--- config.mk ---
export PLATFORM = sky130hd
export DESIGN_NAME = aes_round_ctrl
export DESIGN_NICKNAME = d
export VERILOG_FILES = /design/src/rtl/aes_pkg.sv /design/src/rtl/aes_round_wdog.sv /design/src/rtl/aes_round_ctrl.sv
export SDC_FILE = /design/constraint.sdc
export NUM_CORES = 1
export LEC_CHECK = 0
export CAP_MARGIN = 10
export CORE_MARGIN = 2
export CORE_UTILIZATION = 53
export CTS_BUF_LIST = sky130_fd_sc_hd__clkbuf_8
export CTS_CLUSTER_DIAMETER = 150
export DETAILED_ROUTE_END_ITERATION = 8
export PLACE_DENSITY = 0.86
export SLEW_MARGIN = 25
export SYNTH_ARGS = -nofsm -noshare
export SYNTH_HDL_FRONTEND = slang
export SYNTH_SLANG_ARGS = --single-unit
--- constraint.sdc ---
create_clock -name clk -period 2.9 [get_ports clk]
set_input_delay 0.58 -clock clk [delete_from_list [all_inputs] [get_ports clk]]
set_output_delay 0.58 -clock clk [all_outputs]
set_load 0.02 [all_outputs]
--- src/rtl/aes_pkg.sv ---
// Shared definitions for the iterative AES-128 round controller:
// round constants, controller state encoding and error codes.
package aes_pkg;

    localparam int AES128_NR = 10;
    localparam int AES_RW    = 4;

    typedef enum logic [2:0] {
        IDLE,
        KEYWAIT,
        ISSUE,
        WAIT,
        OUTPUT
    } ctrl_state_t;

    typedef enum logic [1:0] {
        ERR_NONE     = 2'd0,
        ERR_TIMEOUT  = 2'd1,
        ERR_SPURIOUS = 2'd2
    } err_code_t;

    // States in which a round is in flight and the round flags are meaningful.
    function automatic logic in_round(input ctrl_state_t s);
        return s inside {KEYWAIT, ISSUE, WAIT};
    endfunction

endpackage

--- src/rtl/aes_round_wdog.sv ---
// Clearable watchdog: counts enabled cycles and saturates at TIMEOUT-1,
// where it raises expire until cleared.
module aes_round_wdog #(
    parameter int TIMEOUT = 16
) (
    input  logic clk,
    input  logic reset,
    input  logic clr,
    input  logic en,
    output logic expire
);

    localparam int W = (TIMEOUT > 2) ? $clog2(TIMEOUT) : 1;

    logic [W-1:0] cnt_q;

    assign expire = (cnt_q == W'(TIMEOUT - 1));

    // NOTE: sequential state is written with <= so every flop samples
    // pre-edge values regardless of statement order.
    always_ff @(posedge clk or posedge reset) begin
        if (reset) begin
            cnt_q <= '0;
        end else if (clr) begin
            cnt_q <= '0;
        end else if (en && !expire) begin
            cnt_q <= cnt_q + W'(1);
        end
    end

endmodule

--- src/rtl/aes_round_ctrl.sv ---
// Iterative AES-128 round sequencer: walks rounds 0..NR, fetching each round
// key over req/ack and issuing one round at a time to the shared datapath.
module aes_round_ctrl
    import aes_pkg::*;
#(
    parameter int NR      = AES128_NR,
    parameter int RW      = AES_RW,
    parameter int TIMEOUT = 16
) (
    input  logic          clk,
    input  logic          reset,
    input  logic          in_valid,
    output logic          in_ready,
    output logic          key_req,
    output logic [RW-1:0] key_idx,
    input  logic          key_ack,
    output logic          rnd_valid_out,
    input  logic          rnd_done_in,
    output logic [RW-1:0] round_idx,
    output logic          first_round,
    output logic          last_round,
    output logic          out_valid,
    input  logic          out_ready,
    output logic          busy,
    output logic          err_timeout,
    output logic          err_spurious
);

    localparam logic [RW-1:0] LAST_ROUND = RW'(NR);

    ctrl_state_t   state_q, state_d;
    logic [RW-1:0] round_q, round_d;
    logic          first_q, last_q;
    err_code_t     err_code;
    logic          wdog_expire;

    aes_round_wdog #(
        .TIMEOUT (TIMEOUT)
    ) u_wdog (
        .clk    (clk),
        .reset  (reset),
        .clr    (state_q != WAIT),
        .en     (state_q == WAIT),
        .expire (wdog_expire)
    );

    // NOTE: every signal written here gets a default first, so no path can
    // leave it unassigned and infer a latch.
    always_comb begin
        state_d  = state_q;
        round_d  = round_q;
        err_code = ERR_NONE;
        unique case (state_q)
            IDLE: begin
                if (in_valid) begin
                    state_d = KEYWAIT;
                    round_d = '0;
                end
            end
            KEYWAIT: begin
                if (key_ack) state_d = ISSUE;
            end
            ISSUE: state_d = WAIT;
            WAIT: begin
                // Completion wins over a watchdog expiring in the same cycle.
                if (rnd_done_in) begin
                    if (round_q == LAST_ROUND) begin
                        state_d = OUTPUT;
                    end else begin
                        state_d = KEYWAIT;
                        round_d = round_q + RW'(1);
                    end
                end else if (wdog_expire) begin
                    state_d  = IDLE;
                    round_d  = '0;
                    err_code = ERR_TIMEOUT;
                end
            end
            OUTPUT: begin
                if (out_ready) begin
                    state_d = IDLE;
                    round_d = '0;
                end
            end
            default: begin
                state_d = IDLE;
                round_d = '0;
            end
        endcase
        if (rnd_done_in && state_q != WAIT) err_code = ERR_SPURIOUS;
    end

    always_ff @(posedge clk or posedge reset) begin
        if (reset) begin
            state_q <= IDLE;
            round_q <= '0;
            first_q <= 1'b0;
            last_q  <= 1'b0;
        end else begin
            state_q <= state_d;
            round_q <= round_d;
            first_q <= in_round(state_d) && (round_d == '0);
            last_q  <= in_round(state_d) && (round_d == LAST_ROUND);
        end
    end

    assign in_ready      = (state_q == IDLE);
    assign busy          = (state_q != IDLE);
    assign key_req       = (state_q == KEYWAIT);
    assign rnd_valid_out = (state_q == ISSUE);
    assign out_valid     = (state_q == OUTPUT);
    assign round_idx     = round_q;
    assign key_idx       = round_q;
    assign first_round   = first_q;
    assign last_round    = last_q;
    assign err_timeout   = (err_code == ERR_TIMEOUT);
    // Gated so that every output except in_ready reads 0 while reset is held.
    assign err_spurious  = (err_code == ERR_SPURIOUS) && !reset;

endmodule

After elaboration in Yosys (flattened, before gate mapping)
Index checks and enable logic that the tools add are counted.
{ "op_classes": {"n_reduce_logical": 13, "mux": 19, "n_addsub": 2, "n_eq_ne": 13} }
{ "op_table": {"columns": ["cell", "count"], "rows": [
  ["4-bit 2-to-1 mux", 7],
  ["3-bit 2-to-1 mux", 6],
  ["4-bit one-hot mux with 4 select lines", 1],
  ["3-bit one-hot mux with 5 select lines", 1],
  ["3-bit by 2-bit == test with 1-bit output, second input constant", 4],
  ["4-bit == test, second input constant", 3],
  ["4-bit by 1-bit adder with 4-bit output, second input constant", 2],
  ["3-bit by 1-bit == test with 1-bit output, second input constant", 2],
  ["3-bit nonzero test", 2],
  ["1-bit logical AND", 5],
  ["4-bit zero test", 1],
  ["3-bit == test, second input constant", 1],
  ["3-bit zero test", 1],
  ["1-bit 2-to-1 mux", 3],
  ["3-bit by 2-bit != test with 1-bit output, second input constant", 1],
  ["2-bit by 1-bit == test with 1-bit output, second input constant", 1],
  ["2-bit == test, second input constant", 1],
  ["1-bit zero test", 2],
  ["2-bit 2-to-1 mux", 1],
  ["2-bit nonzero test", 1],
  ["2-bit OR reduction", 1]
]} }
{ "totals": {"output_inout_bits": 17, "ff_bits": 13, "inputBits": 6, "word_cells": 52} }

Logic depth before layout (Yosys ltp)
{ "logic_depth": {"depth_word": 7, "mapped_depth": 6, "ltp_nobuf": 6} }

Hierarchy
From an unflattened synthesis, not the netlist that was laid out.
{ "hier_totals": {"hier_cells": 90, "hier_area_um2": 905.9} }
{ "modules_own_cells": {"columns": ["module", "seq_area_each_um2", "area_each_um2", "cells_per_inst", "n_inst"], "rows": [
  ["aes_round_ctrl", 225.2, 673.1, 69, 1],
  ["aes_round_wdog", 100.1, 232.7, 21, 1]
]} }

Worst setup path before layout
Ideal clock, no wire load.
{ "synth_timing": {"path_kind": "flip-flop to output port", "from": "register state_q[2]", "to": "output port err_timeout", "arrival_time_ns": 1.291, "path_slack_ns": 1.029, "stages_incl_launch_ff": 4, "path_buffers": 1, "t_required_ns": 2.320, "cell_sequence": "dfrtp_1 -> buf_6 -> nand3b_1 -> nor3_1"} }
{ "synth_via": {"elab_chain_len": 4, "elab_cells_between_ends": 6, "cone_classes": "3 x eq/ne; 2 x mux; 1 x reduce/logical"} }
{ "synth_rtl": {"columns": ["item", "line", "text"], "rows": [
  ["start: declaration", "aes_round_ctrl.sv:31", "ctrl_state_t state_q, state_d;"],
  ["start signal: assignment", "aes_round_ctrl.sv:100", "state_q <= state_d;"],
  ["3-bit by 2-bit == test with 1-bit output or 3-bit by 2-bit != test with 1-bit output (tied branches)", "aes_round_ctrl.sv:53, aes_round_ctrl.sv:90", null],
  ["1-bit 2-to-1 mux or 1-bit logical AND (tied branches)", "aes_round_ctrl.sv:53, aes_round_ctrl.sv:90", null],
  ["2-bit 2-to-1 mux *", "aes_round_ctrl.sv:90", "if (rnd_done_in && state_q != WAIT) err_code = ERR_SPURIOUS;"],
  ["2-bit by 1-bit == test with 1-bit output *", "aes_round_ctrl.sv:116", "assign err_timeout = (err_code == ERR_TIMEOUT);"],
  ["end: declaration", "aes_round_ctrl.sv:25", "output logic err_timeout,"]
]} }
Every way passes the cells marked *; elsewhere a longest branch is shown, timed or not.

Final worst setup path
{ "layout_timing": {"from": "register state_q[1]", "to": "output port err_timeout"} }
The elaborated chain is that of the path after synthesis.

==> metrics <==
I/O pin cnt 23; layout cells sized above 1 0.0796; Inst Count DP around 130; Worst-Skew Late Latency 0.24 ns; DR DRC count 0; Initial Util 0.571; Min Clock Period, post-route between 2 and 3 ns; CP max FO 13; core box area 1510 sq um; clock sinks 13; DIE AREA roughly 2000 sq um; cts bufs inserted 3; endpoints failing setup 0; crit path buf inv count 1; Syn Nets 102; # diodes 0; Setup CP Type reg -> out; Hold Vio Cnt, Final 0; DP HPWL 1.35 mm; area grow syn2layout 28.5%; P_sw approximately 0.41 mW; Tcrit/Tclk final 0.901; CTS tree built; vias in the first global route between 700 and 800; total chip power 0.972 mW; HP Class reg -> reg; status finished, final reports clean; crit-path leading delay family buffers and inverters; Routed WL per cell between 10 and 15 microns; WHS between 0.5 and 0.6 ns; Reg power frac 0.323; Worst Path Required around 2.3 ns; flop-to-flop setup slack about 0.96 ns; Avg Cell Area, Syn a little over 9 sq um; Worst VDD drop around 0.63 mV; final worst setup slack 0.286 ns; CP Capture Type output port; initial drt markers 15; Die Ht about 44 microns; Max Cap Viol 0; nets ~120; CTS H-tree lvls 1; largest net degree at the start of global routing 14; antenna viol nets, final 0; Max-slew headroom 0.738; Slowest cell on crit path clkdlybuf4s50_1; # port buffers 22; Post-CTS Setup Bufs 0; vias per inst 5.84; Switching Fraction 0.420; Die W 44.3 microns; commonest non-fill, non-tap cell in the layout clkdlybuf4s50_1; first-pass GRT wire length 3.17 mm; worst-margin pin slew 0.388 ns; crit path DAT just over 2 ns; type of origin of the critical path register; #FFs+latches synth 13; Clock Root Buffer clkbuf_8; clk buf depth 2; sequential area share after synthesis 0.378; setup slack at placement about 0.45 ns; YS warnings 0; Leak 0.467 nW; Fmax approximately 380 MHz; RSZ-0062 raised after global routing false; total number of vias approximately 750; post-cts resize count 0; GRT Total Usage 0.220; Non-Filler Instances 129; clock share of power 0.160; Critical Path Max Stage Delay roughly 0.63 ns; initial antenna violation count 0; Logic pwr share 0.518; Netlist cell types 40; Cell Chain, Critical Path nand3b_1, nor3_1, clkdlybuf4s50_1; final setup TNS 0 ns; row cnt 14; Worst Skew between 0.007 and 0.008 ns; Cells after Synth slightly above 90; Worst-path clk slew about 0.060 ns; GR Overflow Total 0; WL final between 1.5 and 2 mm; final max-slew violation count 0; mapped cell area 860 sq um; P per Cell Area 880 nW/um^2; TritonRoute pass-1 iters 4; Post-CTS Hold Buffers 0; most frequent cells in the layout clkdlybuf4s50_1 (22), dfrtp_1 (13), nand2_1 (7); routability congestion estimate 0.762; Int Power ~0.56 mW
==> cells by family after synthesis <==
kind of cell,synth area share
AND/OR/NAND/NOR,0.298
AO/OA/AOI/OAI,0.180
flip-flops,0.378
buffers and inverters,0.0771
adder cells (fa/ha/maj),0.0437
XOR/XNOR,0.0102
multiplexers,0.0116
==> cell usage after synthesis, drive strengths merged <==
master  count  area share
a21oi       3       0.017
a22o        1       0.010
nor4bb      1       0.012
o31ai       1      0.0087
a32o        1       0.012
nand3b      2       0.017
and3b       2       0.020
a31oi       1      0.0073
a21o        1      0.0087
nand4b      1       0.010
a31o        1       0.010
a211oi      2       0.017
and3        2       0.015
a211o       2       0.022
nor4b       2       0.020
nor3        4       0.023
or2b        1      0.0087
ha          3       0.044
nor3b       5       0.044
o21a        2       0.017
nor4        1       0.015
inv         3       0.013
xnor2       1       0.010
or3         1      0.0073
o21ai       5       0.029
a221o       1       0.012
clkbuf      1      0.0044
nor2        5       0.022
nand4       1      0.0073
dfrtp      13        0.38
buf         7       0.060
nand2       7       0.031
mux2i       1       0.012
nand3       3       0.017
or2         1      0.0073
and2        3       0.022
o211ai      1      0.0087
==> worst register-to-register path, cell delays in order (launching register included) <==
cell      delay [ns]
dfrtp_1         0.51
inv_1           0.09
ha_1            0.25
a211oi_1        0.26
o211ai_1        0.13
a32o_1          0.29
nor4bb_1        0.30
==> cell type report <==
class | count | area (sq um)
Clock buffer | 3 | 41.3
Clock inverter | 1 | 3.75
Fill cell | 116 | 402
Inverter | 3 | 11.3
Multi-Input combinational cell | 69 | 468
Sequential cell | 13 | 325
Tap cell | 16 | 20.0
Timing Repair Buffer | 24 | 235
==> per-layer routing <==
| layer | wire length [microns] | vias to the layer above | share of wire | track usage |
|---|---|---|---|---|
| met4 | 0 | 0 | 0 | 0.0364 |
| li1 | - | 382 | - | - |
| met2 | 940 | 16 | 0.50 | 0.374 |
| met5 | 0 | - | 0 | 0 |
| met1 | 866 | 355 | 0.46 | 0.276 |
| met3 | 86 | 0 | 0.045 | 0.0735 |
==> per-stage QoR <==
stage / instance area (sq um) / utilization
after floorplan: 860 / -
after global placement: 1060 / 0.703
after detailed placement: 1060 / 0.703
after CTS: 1100 / 0.733
after global routing: 1100 / 0.733
final: 1100 / 0.733
==> state kept, by name (all words and copies together), names as in the netlist <==
register and count:
last_round 1, state_q 3, key_idx 4, u_wdog.cnt_q 4, first_round 1
==> final timing paths <==
check                                  end             from  cells after the start
max reg2reg                     last_round       key_idx[0]                      6
min in group asynchronous  u_wdog.cnt_q[2]            reset                      3
min                        u_wdog.cnt_q[2]  u_wdog.cnt_q[3]                      2
max in group asynchronous       key_idx[3]            reset                      3
max                            err_timeout       state_q[1]                      3
min reg2reg                u_wdog.cnt_q[2]  u_wdog.cnt_q[3]                      2
==> power by group through the flow <==
stage / Clock, mW / Sequential (mW) / Combinational, mW
after CTS: 0.158 / 0.312 / 0.507
after global placement: 0 / 0.309 / 0.489
after floorplan: 0 / 0.300 / 0.343
after detailed placement: 0 / 0.314 / 0.503
final: 0.155 / 0.314 / 0.503
after global routing: 0.167 / 0.324 / 0.549
No activity file was read; power rests on OpenSTA's default activity.
==> variant 1, RTL diff (same settings) <==
The package constant `AES_RW` goes from 4 to 6.
--- a/src/rtl/aes_pkg.sv
+++ b/src/rtl/aes_pkg.sv
@@ -3,7 +3,7 @@
 package aes_pkg;
 
     localparam int AES128_NR = 10;
-    localparam int AES_RW    = 4;
+    localparam int AES_RW    = 6;
 
     typedef enum logic [2:0] {
         IDLE,
Ports: changed (resized key_idx and round_idx); port bits go from 23 to 27. The function was not compared with the original's and may differ.
==> variant 1 against the unedited design <==
- wire length is 13% higher
- register-to-register slack got worse by 0.47 ns
- cell area increased by 11%
- global-route usage increased by 1.3 points
- sequential cell count grew 2
- worst setup slack improved by 0.040 ns
- power up 8.6%
- synthesized area grew 10%
- largest cell class unchanged
==> variant 1: results (changes against the unedited design) <==
- Status: completed
- Syn nets: 115 (+13%)
- Largest register FFs: 6
- Cts bufs inserted: 3 (unchanged)
- Mux cell area share after synthesis: 0.01054 (-0.001105)
- Routed wl met3: 73 um (-15%)
- Drt initial violations: 25 (+10)
- IO Port Bufs: 26 (+18%)
- Vias: 853 (+13%)
- Diode count: 0 (unchanged)
- Synth Area in Adders: 0.03953 (-0.004142)
- Root buf cell: clkbuf_8
- Leakage power: 0.5230 nW (+12%)
- Drt pass-1 iters: 4 (unchanged)
- M1 GR Usage: 0.2924 (+0.01634)
- Async SR Flop Fraction: 1.000 (unchanged)
- Synth warn: 0 (unchanged)
- Largest net degree at the start of global routing: 16 (+2)
- XOR/XNOR share of the synthesized area: 0.01845 (+0.008256)
- Placed cell count: 148 (+18%)
- HPWL after DPL: 1667 um (+24%)
- Nets: 137 (+11%)
- GR Util met3: 0.04706 (-0.02641)
- DR WL met2: 1145 um (+22%)
- Max VDD drop: 0.0004955 V (-21%)
- Top layer in use: met3
- RePlAce Congestion: 0.8050 (+5.7%)
- Wire length on met1: 929 um (+7.3%)
- Worst path slowest cell: clkdlybuf4s50_1
- Layout cells sized above 1: 0.08661 (+0.006968)
- CTS Buffer Depth: 2 (unchanged)
- Mean Syn Cell Area: 8.959 um^2 (-3.1%)
- Final Skew: 0.002824 ns (-0.004902 ns)
- CP max stage delay: 0.63 ns (about the same)
- Hold crit path type: register to register
- Vias in the first global route: 788 (+8.7%)
- Worst-Skew Late Latency: 0.24 ns (about the same)
- Top cells by count, synth: 15 x dfrtp_1, 9 x nand2_1, 8 x nand3_1, 8 x nor2_1, 7 x inv_1
- Count of different cell masters after synthesis: 40 (unchanged)
- Number of H-tree levels: 1 (unchanged)
- Global-route wire length before repair: 3484 um (+9.8%)
- Drt wl/cell: 14.13 um (-3.7%)
- Initial antenna violation count: 0 (unchanged)
- Worst relative slew slack: 0.3548 (-0.3832)
- Clk slew on worst S/H paths: 0.06 ns (about the same)
- Crit path max fanout: 10 (-3)
- Setup Fix Bufs, Post-CTS: 0 (unchanged)
- GR Util met2: 0.4000 (+0.02647)
- Global-route usage over all layers: 0.2330 (+0.01311)
- WL final: 2148 um (+13%)
- Synth Area in Compound Gates: 0.1449 (-0.03557)
- Synth top area cells: dfrtp_1 40%, buf_4 4.7%, nand3_1 4.2%, ha_1 4.0%, nand2_1 3.6%
- Fillers: 132 (+14%)
- Seq/Total Area, Yosys: 0.3953 (+0.01680)
==> variant 1: cell count changes after synthesis, moves of 3 or more <==
cell,before,now
nand3_1,3,8
nor2_1,5,8
and2_1,3,0
inv_1,3,7
nand2b_1,0,3
nor3b_1,5,1
==> variant 1: power by group <==
| group | internal [mW] | switching, mW | total [mW] |
|---|---|---|---|
| Sequential | 0.261 | 0.0841 | 0.345 |
| Combinational | 0.260 | 0.288 | 0.548 |
| Clock | 0.0935 | 0.0691 | 0.163 |
==> variant 1: per-stage QoR <==
stage	power, mW	setup slack [ns]	cell area (um^2)	util
after floorplan	0.7250	0.6509	949.7	-
after global placement	0.8695	0.1909	1181	0.6916
after detailed placement	0.8965	0.1459	1181	0.6916
after CTS	1.063	0.3100	1226	0.7179
after global routing	1.136	0.2008	1226	0.7179
final	1.056	0.3264	1226	0.7179
==> variant 1: path summary, 6_finish.rpt <==
path	end	start	slack (ns)	cells past startpoint
max reg2reg	first_round	key_idx[0]	0.49	8
max	err_timeout	rnd_done_in	0.33	4
min in group asynchronous	u_wdog.cnt_q[0]	reset	0.66	3
min reg2reg	state_q[1]	state_q[2]	0.58	1
min	state_q[1]	state_q[2]	0.58	1
max in group asynchronous	u_wdog.cnt_q[1]	reset	2.06	3
==> variant 1: worst max-delay path: cells and delay by family <==
| family | cells | cell delay (ns) |
|---|---|---|
| buffers and inverters | 3 | 1.23 |
| and+or+nand+nor | 1 | 0.18 |
==> variant 1: layout make-up <==
type	instances	share of cell area
Multi-Input combinational cell	73	0.3857
Sequential cell	15	0.3061
Timing Repair Buffer	28	0.2245
Clock buffer	3	0.03367
Tap cell	25	0.02551
Inverter	7	0.02143
Clock inverter	1	0.003061
==> variant 2, RTL diff (config.mk and constraints unchanged) <==
Without the edit above. Put a register stage on the outputs `err_timeout` and `err_spurious`, with the module's reset. The values now appear one clock later. The other outputs are not delayed to match.
--- a/src/rtl/aes_round_ctrl.sv
+++ b/src/rtl/aes_round_ctrl.sv
@@ -113,9 +113,16 @@
     assign key_idx       = round_q;
     assign first_round   = first_q;
     assign last_round    = last_q;
-    assign err_timeout   = (err_code == ERR_TIMEOUT);
     // Gated so that every output except in_ready reads 0 while reset is held.
-    assign err_spurious  = (err_code == ERR_SPURIOUS) && !reset;
+    always_ff @(posedge clk or posedge reset) begin
+        if (reset) begin
+            err_timeout  <= '0;
+            err_spurious <= '0;
+        end else begin
+            err_timeout  <= (err_code == ERR_TIMEOUT);
+            err_spurious <= (err_code == ERR_SPURIOUS) && !reset;
+        end
+    end
 
 endmodule
 
Check against the original RTL: not equivalent (Yosys sat finds a counterexample within 4 cycles, from zero or initial values and one cycle with reset high).
==> variant 2 against the unedited design <==
- clock power is 6% higher
- cell area is 0.11% higher
- die area is 0.79% higher
- sequential cell count is 2 higher
- wire length is 6.0% lower
- clock skew is 0.0050 ns lower
- via count is 2.3% lower
- sequential power is 6.7% higher
- critical path depth stayed put
- power is 1.8% higher
- first-iteration DRC count is 33% higher
- final cell count is 4.7% lower
- worst setup slack better by 0.24 ns
- synthesized area is 0.87% higher
- largest power group unchanged
==> variant 2: results (changes against the unedited design) <==
- Worst-Skew Late Latency: 0.24 ns (about the same)
- Global-route wire length before repair: 3229 um (+1.7%)
- Layout cells sized above 1: 0.06542 (-0.01423)
- Drt initial violations: 20 (+5)
- HPWL after DPL: 1343 um (-0.45%)
- Syn nets: 96 (-5.9%)
- R2r setup slk: 1.01 ns (+0.05 ns)
- Global-route usage over all layers: 0.2265 (+0.006650)
- Pre-CTS setup slack: 0.4860 ns (+0.03135 ns)
- Largest net degree at the start of global routing: 17 (+3)
- Status: completed
- Worst relative slew slack: 0.7195 (-0.01847)
- Data arrival, critical path: 1.79 ns (-0.24 ns)
- Top cells by count, synth: 15 x dfrtp_1, 8 x nor2_1, 5 x buf_4
- Count of different cell masters after synthesis: 39 (-2.5%)
- Vias: 736 (-2.3%)
- P_sw: 0.3991 mW (-2.4%)
- Top cell type's share of synthesized area: 0.4329 (+0.05444)
- Vias in the first global route: 715 (-1.4%)
- Diode count: 0 (unchanged)
- CP max stage delay: 0.59 ns (-0.04 ns)
- Synth top area cells: dfrtp_1 43%, buf_4 4.3%, ha_1 4.3%, nor2_1 3.5%, nand3b_1 2.6%
- Crit path max fanout: 10 (-3)
- RePlAce Congestion: 0.8262 (+8.5%)
- Seq/Total Area, Yosys: 0.4329 (+0.05444)
- Final Skew: 0.002739 ns (-0.004987 ns)
- Leakage power: 0.4899 nW (+4.8%)
- Nets: 117 (-4.9%)
- Period utilization: 0.8186 (-0.08272)
-- variant 2: changes by cell type after synthesis, sizes merged, moves of 3 or more --
| cell | before | now |
|---|---|---|
| nor2 | 5 | 8 |
| nand2b | 0 | 3 |
| nand2 | 7 | 3 |
| and2 | 3 | 0 |
-- variant 2: logic make-up after synthesis --
logic type | share of synthesized area
xor+xnor | 0.01010
buf+inv | 0.07503
fa+ha+maj | 0.04329
mux | 0.01154
compound gates | 0.1616
simple gates | 0.2655
flops | 0.4329
-- variant 2: stage by stage --
stage / hold slack, ns / cells / instance area [um^2] / utilization
after floorplan: 0.4867 / 87 / 867.1 / -
after global placement: 0.5621 / 119 / 1061 / 0.6962
after detailed placement: 0.5793 / 119 / 1061 / 0.6962
after CTS: 0.5930 / 123 / 1106 / 0.7258
after global routing: 0.6216 / 123 / 1106 / 0.7258
final: 0.5949 / 123 / 1106 / 0.7258
-- variant 2: cell type report --
| type | count | area, um^2 |
|---|---|---|
| clock inverter | 1 | 3.754 |
| sequential | 15 | 375.4 |
| clock buffer | 3 | 41.29 |
| multi-input combinational | 62 | 426.7 |
| timing repair buffer | 23 | 227.7 |
| inverter | 3 | 11.26 |
| fill | 112 | 417.9 |
| tap | 16 | 20.02 |
-- variant 2: worst min-delay path, delay by kind of cell, from the launching register on --
family	cells	cell delay [ns]
DFF	1	0.39
muxes	1	0.08
and+or+nand+nor	1	0.08
-- variant 2: final timing paths --
| kind | to | depth (start not counted) |
|---|---|---|
| setup / recovery | in_ready | 3 |
| hold / removal | u_wdog.cnt_q[1] | 2 |
| setup reg to reg | first_round | 6 |
| hold reg to reg | u_wdog.cnt_q[1] | 2 |
| max in group asynchronous | err_spurious | 3 |
| min in group asynchronous | err_timeout | 3 |
-- variant 2: metal layers --
metal,global-route usage,vias to the layer above,part of all wire
met3,0.06122,4,0.047
li1,-,353,-
met4,0.09091,0,0.014
met2,0.3529,26,0.48
met1,0.2987,353,0.46
met5,0,-,0
-- variant 2: power groups by stage --
stage	Clock, mW	Combinational [mW]	Sequential, mW
after floorplan	0	0.348	0.327
after global placement	0	0.482	0.331
after detailed placement	0	0.493	0.337
after CTS	0.166	0.495	0.334
after global routing	0.178	0.541	0.345
final	0.164	0.491	0.335
